$ cat config.mk
export PLATFORM = sky130hd
export DESIGN_NAME = prog_clk_gen
export DESIGN_NICKNAME = d
export VERILOG_FILES = /design/src/rtl/prog_clk_gen.sv
export SDC_FILE = /design/constraint.sdc
export NUM_CORES = 1
export LEC_CHECK = 0
export BUFFER_PORTS_ARGS = -buffer_cell sky130_fd_sc_hd__buf_2
export CAP_MARGIN = 0
export CORE_ASPECT_RATIO = 1.4
export CORE_MARGIN = 2
export CORE_UTILIZATION = 25
export DETAILED_ROUTE_END_ITERATION = 10
export SYNTH_ARGS = -nofsm -noshare
export SYNTH_HDL_FRONTEND = slang
export SYNTH_SLANG_ARGS = --single-unit
$ cat constraint.sdc
create_clock -name clk -period 3.4 [get_ports clk]
set_input_delay 0.34 -clock clk [delete_from_list [all_inputs] [get_ports clk]]
set_output_delay 0.34 -clock clk [all_outputs]
set_load 0.03 [all_outputs]
$ cat src/rtl/prog_clk_gen.sv
// Multi-channel programmable clock generator.
// Each channel runs free or emits a counted burst of toggles.
module prog_clk_gen #(
   parameter int NUM_CH  = 4,
   parameter int CNT_W   = 8,
   parameter int BURST_W = 8
) (
   input  logic                       clk,
   input  logic                       rst_n,
   input  logic [NUM_CH-1:0]          ch_en,
   input  logic [NUM_CH-1:0]          mode,
   input  logic [NUM_CH*CNT_W-1:0]    half_period,
   input  logic [NUM_CH*BURST_W-1:0]  burst_len,
   input  logic [NUM_CH-1:0]          start,
   output logic [NUM_CH-1:0]          clk_out,
   output logic [NUM_CH-1:0]          busy,
   output logic [NUM_CH-1:0]          done
);

   typedef enum logic {IDLE, RUN} state_t;

   for (genvar c = 0; c < NUM_CH; c++) begin : g_ch
      state_t             st_q, st_d;
      logic [CNT_W-1:0]   cnt_q, cnt_d;
      logic [CNT_W-1:0]   hp_q, hp_d, hp_raw, hp_in;
      logic [BURST_W-1:0] tc_q, tc_d, bl_in;
      logic               mode_q, mode_d;
      logic               co_q, co_d;
      logic               busy_q;
      logic               done_q, done_d;
      logic               hit;

      assign hp_raw = half_period[c*CNT_W +: CNT_W];
      assign hp_in  = (hp_raw == '0) ? CNT_W'(1) : hp_raw;
      assign bl_in  = burst_len[c*BURST_W +: BURST_W];
      assign hit    = (cnt_q == hp_q - CNT_W'(1));

      always_ff @(posedge clk or negedge rst_n) begin
         if (!rst_n) begin
            st_q   <= IDLE;
            cnt_q  <= '0;
            hp_q   <= '0;
            tc_q   <= '0;
            mode_q <= 1'b0;
            co_q   <= 1'b0;
            busy_q <= 1'b0;
            done_q <= 1'b0;
         end else begin
            st_q   <= st_d;
            cnt_q  <= cnt_d;
            hp_q   <= hp_d;
            tc_q   <= tc_d;
            mode_q <= mode_d;
            co_q   <= co_d;
            busy_q <= (st_d == RUN);
            done_q <= done_d;
         end
      end

      always_comb begin
         st_d   = st_q;
         cnt_d  = cnt_q;
         hp_d   = hp_q;
         tc_d   = tc_q;
         mode_d = mode_q;
         co_d   = co_q;
         done_d = 1'b0;
         if (!ch_en[c]) begin
            st_d  = IDLE;
            cnt_d = '0;
            tc_d  = '0;
            co_d  = 1'b0;
         end else begin
            unique case (st_q)
               IDLE: begin
                  if (!mode[c]) begin
                     st_d   = RUN;
                     mode_d = 1'b0;
                     cnt_d  = '0;
                     hp_d   = hp_in;
                  end else if (start[c]) begin
                     mode_d = 1'b1;
                     cnt_d  = '0;
                     hp_d   = hp_in;
                     co_d   = 1'b0;
                     // An empty burst completes without ever running
                     if (bl_in == '0) begin
                        done_d = 1'b1;
                     end else begin
                        st_d = RUN;
                        tc_d = bl_in;
                     end
                  end
               end
               RUN: begin
                  if (hit) begin
                     co_d  = ~co_q;
                     cnt_d = '0;
                     hp_d  = hp_in;
                     if (mode_q) begin
                        tc_d = tc_q - BURST_W'(1);
                        if (tc_q == BURST_W'(1)) begin
                           st_d   = IDLE;
                           done_d = 1'b1;
                        end
                     end
                  end else begin
                     cnt_d = cnt_q + CNT_W'(1);
                  end
               end
               default: st_d = IDLE;
            endcase
         end
      end

      assign clk_out[c] = co_q;
      assign busy[c]    = busy_q;
      assign done[c]    = done_q;
   end

endmodule

# Word-level counts from Yosys, hierarchy flattened
# Cells that the tools add are included.
[classes]
addsub = 12
mul = 0
div = 0
n_lt_le_gt_ge = 0
eq_ne = 44
shift = 0
mux = 160
n_bitwise = 8
reduce_logical = 24
[op_table]
columns = ["op", "n"]
rows = [
  ["$mux W8", 56],
  ["$pmux W8 S2", 12],
  ["$mux W1", 80],
  ["$logic_not A8 Y1", 8],
  ["$sub A8 B1 Y8 const B", 8],
  ["$ne A3 B3 Y1 const B", 20],
  ["$reduce_and A3 Y1", 12],
  ["$add A8 B1 Y8 const B", 4],
  ["$eq A8 B1 Y1 const B", 4],
  ["$eq A8 B8 Y1", 4],
  ["$pmux W1 S2", 12],
  ["$reduce_and A5 Y1", 4],
  ["$ne A2 B1 Y1 const B", 8],
  ["$ne A4 B4 Y1 const B", 4],
  ["$ne A3 B2 Y1 const B", 4],
  ["$not A1 Y1", 8],
]
[word_totals]
register_bits = 112
latchBits = 0
ram_bits = 0
mem_bits_ro = 0
inputBits = 78
out_inout_bits = 12
wordCells = 276
n_memories = 0

# Longest topological paths before layout
# Gate-level depths: netlist (run 1).
[depth]
ltp_word = 6
ltp_mapped = 10
ltp_nobuf = 9

# Worst setup path before layout (run 1)
# OpenSTA, ideal clock, no wires.
[synth_path]
path_kind = "reg2reg"
start = "register g_ch[2].hp_q[0]"
end = "register g_ch[2].hp_q[2]"
t_arrival_ns = 2.782
path_slack_ns = 0.494
stages_incl_launch_ff = 8
cell_sequence = "dfrtp_1 or4_1 a2111oi_0 nor3_1 or4_1 buf_2 a211oi_4 mux2_2"
[synth_via]
elab_chain_cells = 4
[synth_rtl]
columns = ["element", "line", "rtl"]
rows = [
  ["from (decl)", "25", "logic [CNT_W-1:0] hp_q, hp_d, hp_raw, hp_in;"],
  ["from (signal assigned)", "51", "hp_q <= hp_d;"],
  ["$sub A8 B1 Y8", "36", "assign hit = (cnt_q == hp_q - CNT_W'(1));"],
  ["$eq A8 B8 Y1", "36", ""],
  ["$ne A2 B1 Y1 (no line)", "--", ""],
  ["$reduce_and A3 Y1 (no line)", "--", ""],
]
# Every way passes these cells.
# A chain may end at the register's enable or synchronous reset.

# Worst setup path after layout (run 1)
[layout_path]
start = "register g_ch[2].hp_q[0]"
end = "register g_ch[2].hp_q[3]"
# Same word-level chain as after synthesis.

==> flow_summary.ini, run 1 <==
[detailed_routing]
wl_per_cell_um = 13.8
routed_via_density = 4.90
drt_iter0_drc = 222
routed_wl_um = 16800
drc = 0
num_vias = 5974
ant_nets = 0
dr.pass1.iters = 6

[cells_and_area]
final_common_cell = dfrtp_1
layout-drive-gt1-share_pct = 18.9
nets = 937
n_antenna_cell = 0
final_cell_count_no_fill = 1218
final_util_pct = 29.4
fin_area_um2 = 8090
final_cell_mix = 112 x dfrtp_1, 88 x buf_2, 70 x nand2_1
area_growth_pct = 16.2

[critical_path]
critical_path_class = flop to flop
cp-start-kind = flop
cp.required_ps = 3650
crit_fanout = 10
arrival_ps = 3350
r2r_setup_slack_ps = 300
worst_setup_path_end_kind = flop

[clocking]
clk_pin_slew_ps = 80
numClockSinks = 112
worstSkewPairLatency_ps = 360
cts_root_buf = clkbuf_16
cts_htree_levels = 3
numCtsBuffers = 9
cts_max_path_buffers = 2
cts-hold-fix-buffers = 1
cts_resized = 0
cts_tree = done
cts_setup_buffers = 0

[synth]
synth_cell_types = 72
synth-seq-cells = 112
synth_top_cell_area_share_pct = 40.3
syn_area_per_cell_um2 = 9.08
synth_area_leaders = dfrtp_1 40%, mux2_2 4.5%, nand2_1 3.8%, o21ai_0 3.4%, xnor2_1 3.0%
ys_async_sr_fraction_pct = 100
syn_area_um2 = 6960
yosysWarnings = 0
synth_nets = 861
synth_cells = 767
synth_top_flop_cell = dfrtp_1
yosysTopAreaCell = dfrtp_1
synth_edf_count = 0
synth_seq_area_share_pct = 40.3

[grt]
grt_use_met3_pct = 2.22
grt.met2_usage_pct = 21.0
grt_pass1_wl_um = 28600
use_met1_pct = 13.6
grt_max_degree = 57
antenna_found_initial = 2
first_global_vias = 5995
busiest_layer = met2
grt.overflow.total = 0
grtUsageTotal_pct = 11.7

[sta]
slew_headroom_pct = 49.1
fin_crit_ps = 3100
fin_crit_sh_pct = 91.2
skew_ps = 7.24
final-hold-violation-count = 0
max_freq_ghz = 0.322
fin_hold_ws_ps = 206
rsz0062_at_grt = no
slew_viol_final = 0
finalSetupViolations = 0
tightest_slew_ps = 757
setup_tns_ps = 0

[placed_design]
place_congestion = 0.841
dp_cells = 1201
io_buffers = 89
dp_hpwl_um = 12700
placed_cell_area_um2 = 7790

[power]
p_leak_uw = 0.00349
power_density_nw_per_um2 = 441
vdd_drop_max_uv = 236

[die]
dieArea_um2 = 29200
ios = 90
start_util_pct = 25.3
rows = 72
die_x_um = 145
core_um2 = 27500
die_h_um = 201

[min_path]
hp-class = input pin to flop

[outcome]
status = finished, final reports clean

[flow_run]
cap_violations = 0
[final cells by class]
cell class,count,area [um^2]
clock buffers,10,239
clock inverters,6,55.1
fillers,2907,19400
inverters,33,124
multi-input cells,586,3850
flip-flops and latches,112,2800
well taps,370,463
repair buffers,101,553
[critical path, stage by stage (launching register included)]
cell and delay (ps):
dfrtp_1 420, or4_1 560, a2111oi_0 370, nor3_1 120, or4_1 620, a211oi_4 510, mux2_2 390
[registers in the layout, indices dropped and copies added, names as in the netlist]
| signal | count |
|---|---|
| g_ch.busy_q | 4 |
| g_ch.hp_q | 32 |
| g_ch.co_q | 4 |
| g_ch.cnt_q | 32 |
| g_ch.tc_q | 32 |
| g_ch.done_q | 4 |
| g_ch.mode_q | 4 |
[layer usage]
metal  wire length [um]  up-vias  share of wire (%)
met1               7310     2886                 43
met5                 12        -              0.071
met2               8610      108                 51
met3                593       19                3.5
met4                310        2                1.8
li1                   -     2959                  -
[final timing paths]
kind	start	to	cells after the start
worst min register to register	g_ch[1].hp_q[7]	g_ch[1].hp_q[7]	1
worst max register to register	g_ch[2].hp_q[0]	g_ch[2].hp_q[3]	6
min in group asynchronous	rst_n	g_ch[0].co_q	2
max in group asynchronous	rst_n	g_ch[1].hp_q[1]	3
worst max-delay path	g_ch[2].hp_q[0]	g_ch[2].hp_q[3]	6
worst min-delay path	half_period[17]	g_ch[2].hp_q[1]	3
[kinds of logic after synthesis]
group	count (synthesis)	share of synthesized area, %
muxes	36	5.68
buffers and inverters	69	4.38
DFF	112	40.3
AOI/OAI and AO/OA	182	17.3
adders and majority gates	17	3.02
and+or+nand+nor	308	23.8
xor gates and xnor gates	43	5.61
[cells in the mapped netlist (18+ instances only)]
library cell	n
dfrtp_1	112
nand2_1	70
nor2_1	53
o21ai_0	47
a21oi_1	33
inv_1	31
nand3_1	30
mux2_2	28
xnor2_1	24
nor3_1	23
a31oi_1	22
clkbuf_1	20
and3_1	18
xor2_1	18
[metrics by stage]
step | power [uW] | setup slack (ps)
final | 3560 | 299
after global routing | 3820 | 186
after CTS | 3630 | 283
after detailed placement | 2510 | 306
after global placement | 2490 | 353
after floorplan | 2250 | 494
[where the power goes]
group / switching [uW] / internal, uW / total (uW)
sequential: 184 / 1480 / 1660
combinational: 438 / 384 / 821
clock: 546 / 538 / 1080
total: 1170 / 2400 / 3560
No activity file was read; power rests on OpenSTA's default activity.
==> run 2: changes to the inputs <==
==> constraint.sdc (replaced) <==
create_clock -name clk -period 3.4 [get_ports clk]
set_input_delay 0.51 -clock clk [delete_from_list [all_inputs] [get_ports clk]]
set_output_delay 0.51 -clock clk [all_outputs]
set_load 0.03 [all_outputs]
==> flow_summary.ini, run 2 (synthesis gave the netlist of run 1 again) <==
[cells_and_area]
reg_top3 = g_ch.cnt_q x32, g_ch.hp_q x32, g_ch.tc_q x32
final_cell_mix = 112 x dfrtp_1, 88 x buf_2, 70 x nand2_1
nets = 936
fin_area_um2 = 8070
area_growth_pct = 16.0
final_common_cell = dfrtp_1
layout-drive-gt1-share_pct = 18.8

[critical_path]
cp.required_ps = 3650
cpPeakStageDelay_ps = 610
cp-start-kind = flop
r2r_setup_slack_ps = 290
crit_path_top_delay_cell = or4_1
worst_setup_path_end_kind = flop
crit_path_frequent_cell = or4_1
arrival_ps = 3360
cp_top_family = simple AND/OR/NAND/NOR gates
path_cells = or4_1 > a2111oi_0 > nor3_1 > or4_1 > a211oi_4 > mux2_2
crit_fanout = 10
crit_buf_inv = 0
critical_path_class = flop to flop

[placed_design]
placed_cell_area_um2 = 7790
dp_hpwl_um = 12700
io_buffers = 89
place_congestion = 0.830

[sta]
slew_viol_final = 0
finalSetupViolations = 0
slew_headroom_pct = 49.0
setup_tns_ps = 0
final-hold-violation-count = 0
fin_crit_ps = 3110
tightest_slew_ps = 757
rsz0062_at_grt = no
max_freq_ghz = 0.322
fin_crit_sh_pct = 91.4
skew_ps = 7.52

[die]
die_h_um = 201
ios = 90
die_x_um = 145
dieArea_um2 = 29200
core_um2 = 27500
rows = 72
start_util_pct = 25.3

[grt]
grt_pass1_wl_um = 28300
grt_max_degree = 57
grt.overflow.total = 0
first_global_vias = 6042
antenna_found_initial = 1
grtUsageTotal_pct = 11.7

[clocking]
clk_pin_slew_ps = 80
cts_setup_buffers = 0
cts-hold-fix-buffers = 0
numCtsBuffers = 9
numClockSinks = 112
cts_max_path_buffers = 2
cts_resized = 0
cts_root_buf = clkbuf_16
cts_tree = done
worstSkewPairLatency_ps = 360
cts_htree_levels = 3

[outcome]
status = finished, final reports clean

[power]
power_density_nw_per_um2 = 440
p_leak_uw = 0.00348
vdd_drop_max_uv = 216

[detailed_routing]
num_vias = 5962
wl_per_cell_um = 13.8
dr.pass1.iters = 5
routed_via_density = 4.89
drc = 0
ant_nets = 0
drt_iter0_drc = 264
routed_wl_um = 16800

[min_path]
hp-class = input pin to asynchronous set/reset pin

[flow_run]
cap_violations = 0
==> run 2: changes by cell type in the layout (fill, tap and decap cells not counted) <==
cell           before  now
clkbuf_1            0    1
dlygate4sd3_1       1    0
clkbuf_8            1    0
diode_2             0    1
==> run 2: worst reg2reg max path: stages, from the launching register on <==
cell,delay [ps]
dfrtp_1,420
or4_1,560
a2111oi_0,390
nor3_1,120
or4_1,610
a211oi_4,500
mux2_2,400
==> run 2: layout make-up <==
type | count | area [um^2]
timing repair buffer | 100 | 543
clock inverter | 6 | 55.1
multi-input combinational | 586 | 3850
antenna | 1 | 2.50
clock buffer | 10 | 229
inverter | 33 | 124
sequential | 112 | 2800
fill | 2900 | 19400
tap | 370 | 463
==> run 2: report_power, final <==
part / internal, uW / leakage (uW) / switching (uW)
clock: 518 / 0.000141 / 550
combinational: 383 / 0.00189 / 437
sequential: 1480 / 0.00145 / 184
total: 2380 / 0.00348 / 1170
==> run 2: metrics by stage <==
step,cells,power [uW],setup WS [ps],util [%],hold slack [ps]
after floorplan,767,2250,494,-,214
after global placement,1201,2490,331,28.3,447
after detailed placement,1201,2510,308,28.3,447
after CTS,1217,3620,275,29.4,44.8
after global routing,1217,3810,182,29.4,62.4
final,1218,3550,293,29.4,49.7
==> run 2: final timing paths <==
kind | start | cells after the start | end
max | g_ch[2].hp_q[0] | 6 | g_ch[2].hp_q[5]
min | rst_n | 1 | g_ch[0].done_q
max reg2reg | g_ch[2].hp_q[0] | 6 | g_ch[2].hp_q[5]
min reg2reg | g_ch[1].hp_q[7] | 1 | g_ch[1].hp_q[7]
max in group asynchronous | rst_n | 2 | g_ch[1].cnt_q[6]
min in group clk | half_period[10] | 3 | g_ch[1].hp_q[2]
==> run 2: layer usage <==
layer | up-vias | GRT usage, % | part of all wire (%)
met5 | - | 0 | 0
met4 | 0 | 4.42 | 1.4
met3 | 11 | 1.77 | 2.6
met2 | 104 | 21.3 | 52
met1 | 2886 | 13.7 | 44
li1 | 2961 | - | -
==> run 3: changes to the inputs <==
--- a/config.mk
+++ b/config.mk
@@ -9,7 +9,7 @@
 export CAP_MARGIN = 0
 export CORE_ASPECT_RATIO = 1.4
 export CORE_MARGIN = 2
-export CORE_UTILIZATION = 25
+export CORE_UTILIZATION = 30
 export DETAILED_ROUTE_END_ITERATION = 10
 export SYNTH_ARGS = -nofsm -noshare
 export SYNTH_HDL_FRONTEND = slang
==> constraint.sdc (replaced) <==
create_clock -name clk -period 3.4 [get_ports clk]
set_input_delay 0.51 -clock clk [delete_from_list [all_inputs] [get_ports clk]]
set_output_delay 0.51 -clock clk [all_outputs]
set_load 0.05 [all_outputs]
==> flow_summary.ini, run 3 (synthesis gave the netlist of run 1 again) <==
[power]
p_leak_uw = 0.00347
vdd_drop_max_uv = 246
power_density_nw_per_um2 = 444
power_uw = 3540

[clocking]
cts_setup_buffers = 0
cts_root_buf = clkbuf_16
clk_pin_slew_ps = 80
cts_max_path_buffers = 2
cts_htree_levels = 3
numClockSinks = 112
cts-hold-fix-buffers = 0
cts_resized = 0
cts_tree = done
numCtsBuffers = 9
worstSkewPairLatency_ps = 360

[die]
ios = 90
die_x_um = 133
core_um2 = 23000
rows = 66
start_util_pct = 30.2
dieArea_um2 = 24500
die_h_um = 184

[grt]
first_global_vias = 5872
antenna_found_initial = 0
grt_pass1_wl_um = 27900
grt_max_degree = 68
grt.overflow.total = 0
grtUsageTotal_pct = 13.9

[critical_path]
r2r_start = g_ch[2].hp_q[0]
crit_path_frequent_cell = or4_1
cpPeakStageDelay_ps = 610
critical_path_cell_count = 6
cp-startpoint = g_ch[2].hp_q[0]
cp.required_ps = 3650
cp_top_family = simple AND/OR/NAND/NOR gates
crit_path_top_delay_cell = or4_1
arrival_ps = 3340
path_cells = or4_1 > a2111oi_0 > nor3_1 > or4_1 > a211oi_4 > mux2_2
crit_buf_inv = 0
reg2reg_depth = 6
worst_setup_path_end_kind = flop
cp-start-kind = flop
crit_fanout = 10
critical_path_class = flop to flop
r2r_end = g_ch[2].hp_q[3]
critPathCapture = g_ch[2].hp_q[3]
r2r_setup_slack_ps = 310

[sta]
fin_crit_ps = 3090
rsz0062_at_grt = no
setup_tns_ps = 0
max_freq_ghz = 0.324
tightest_slew_ps = 781
slew_viol_final = 0
fin_crit_sh_pct = 90.8
skew_ps = 8.32
slew_headroom_pct = 47.4
finalSetupViolations = 0
final-hold-violation-count = 0

[detailed_routing]
routed_wl_um = 16500
ant_nets = 0
routed_via_density = 5.18
wl_per_cell_um = 14.3
dr.pass1.iters = 4
drc = 0
num_vias = 5973
drt_iter0_drc = 262

[placed_design]
io_buffers = 89
place_congestion = 0.839
placed_cell_area_um2 = 7700
dp_hpwl_um = 12300

[cells_and_area]
nets = 935
area_growth_pct = 14.7
fin_area_um2 = 7990
layout-drive-gt1-share_pct = 18.8
reg_top3 = g_ch.cnt_q x32, g_ch.hp_q x32, g_ch.tc_q x32
n_fill_cell = 2383
final_cell_mix = 112 x dfrtp_1, 88 x buf_2, 70 x nand2_1
n_antenna_cell = 0
final_common_cell = dfrtp_1

[outcome]
status = finished, final reports clean

[flow_run]
cap_violations = 0

[min_path]
hp-class = input pin to asynchronous set/reset pin
-- run 3: metal layers --
layer | GRT usage [%] | wire length, um
met1 | 16.7 | 7000
met2 | 24.6 | 8460
met3 | 2.04 | 613
met4 | 5.76 | 382
met5 | 0 | 0
-- run 3: layout make-up --
type,count,area [um^2],share of cell area [%]
Clock inverter,7,61.3,0.768
Multi-Input combinational cell,586,3850,48.3
Tap cell,306,383,4.79
Inverter,33,124,1.55
Sequential cell,112,2800,35.1
Timing Repair Buffer,99,536,6.71
Clock buffer,9,225,2.82
-- run 3: worst min-delay path by stage --
stage                            to            start  slack, ps
global placement    g_ch[3].tc_q[3]  g_ch[3].tc_q[3]        500
global route        g_ch[0].tc_q[7]            rst_n        220
detailed placement  g_ch[3].tc_q[3]  g_ch[3].tc_q[3]        500
finish              g_ch[0].tc_q[3]            rst_n        170
floorplan            g_ch[0].busy_q            rst_n        210
CTS                 g_ch[0].tc_q[3]            rst_n        190
-- run 3: where the power goes --
group	switching (uW)	internal, uW	leakage (uW)
clock network	546	512	0.000135
registers	183	1480	0.00145
logic	444	382	0.00189
total	1170	2370	0.00347
-- run 3: worst register-to-register path, stage by stage (launching register included) --
cell,delay [ps]
dfrtp_1,420
or4_1,560
a2111oi_0,390
nor3_1,110
or4_1,610
a211oi_4,500
mux2_2,390
-- run 3: per-stage QoR --
step	std cells	hold slack [ps]	util, %	setup slack (ps)
after global placement	1136	503	33.4	329
after floorplan	767	214	-	494
after CTS	1152	186	34.7	291
after global routing	1152	222	34.7	84.1
after detailed placement	1136	502	33.4	320
final	1152	174	34.7	313
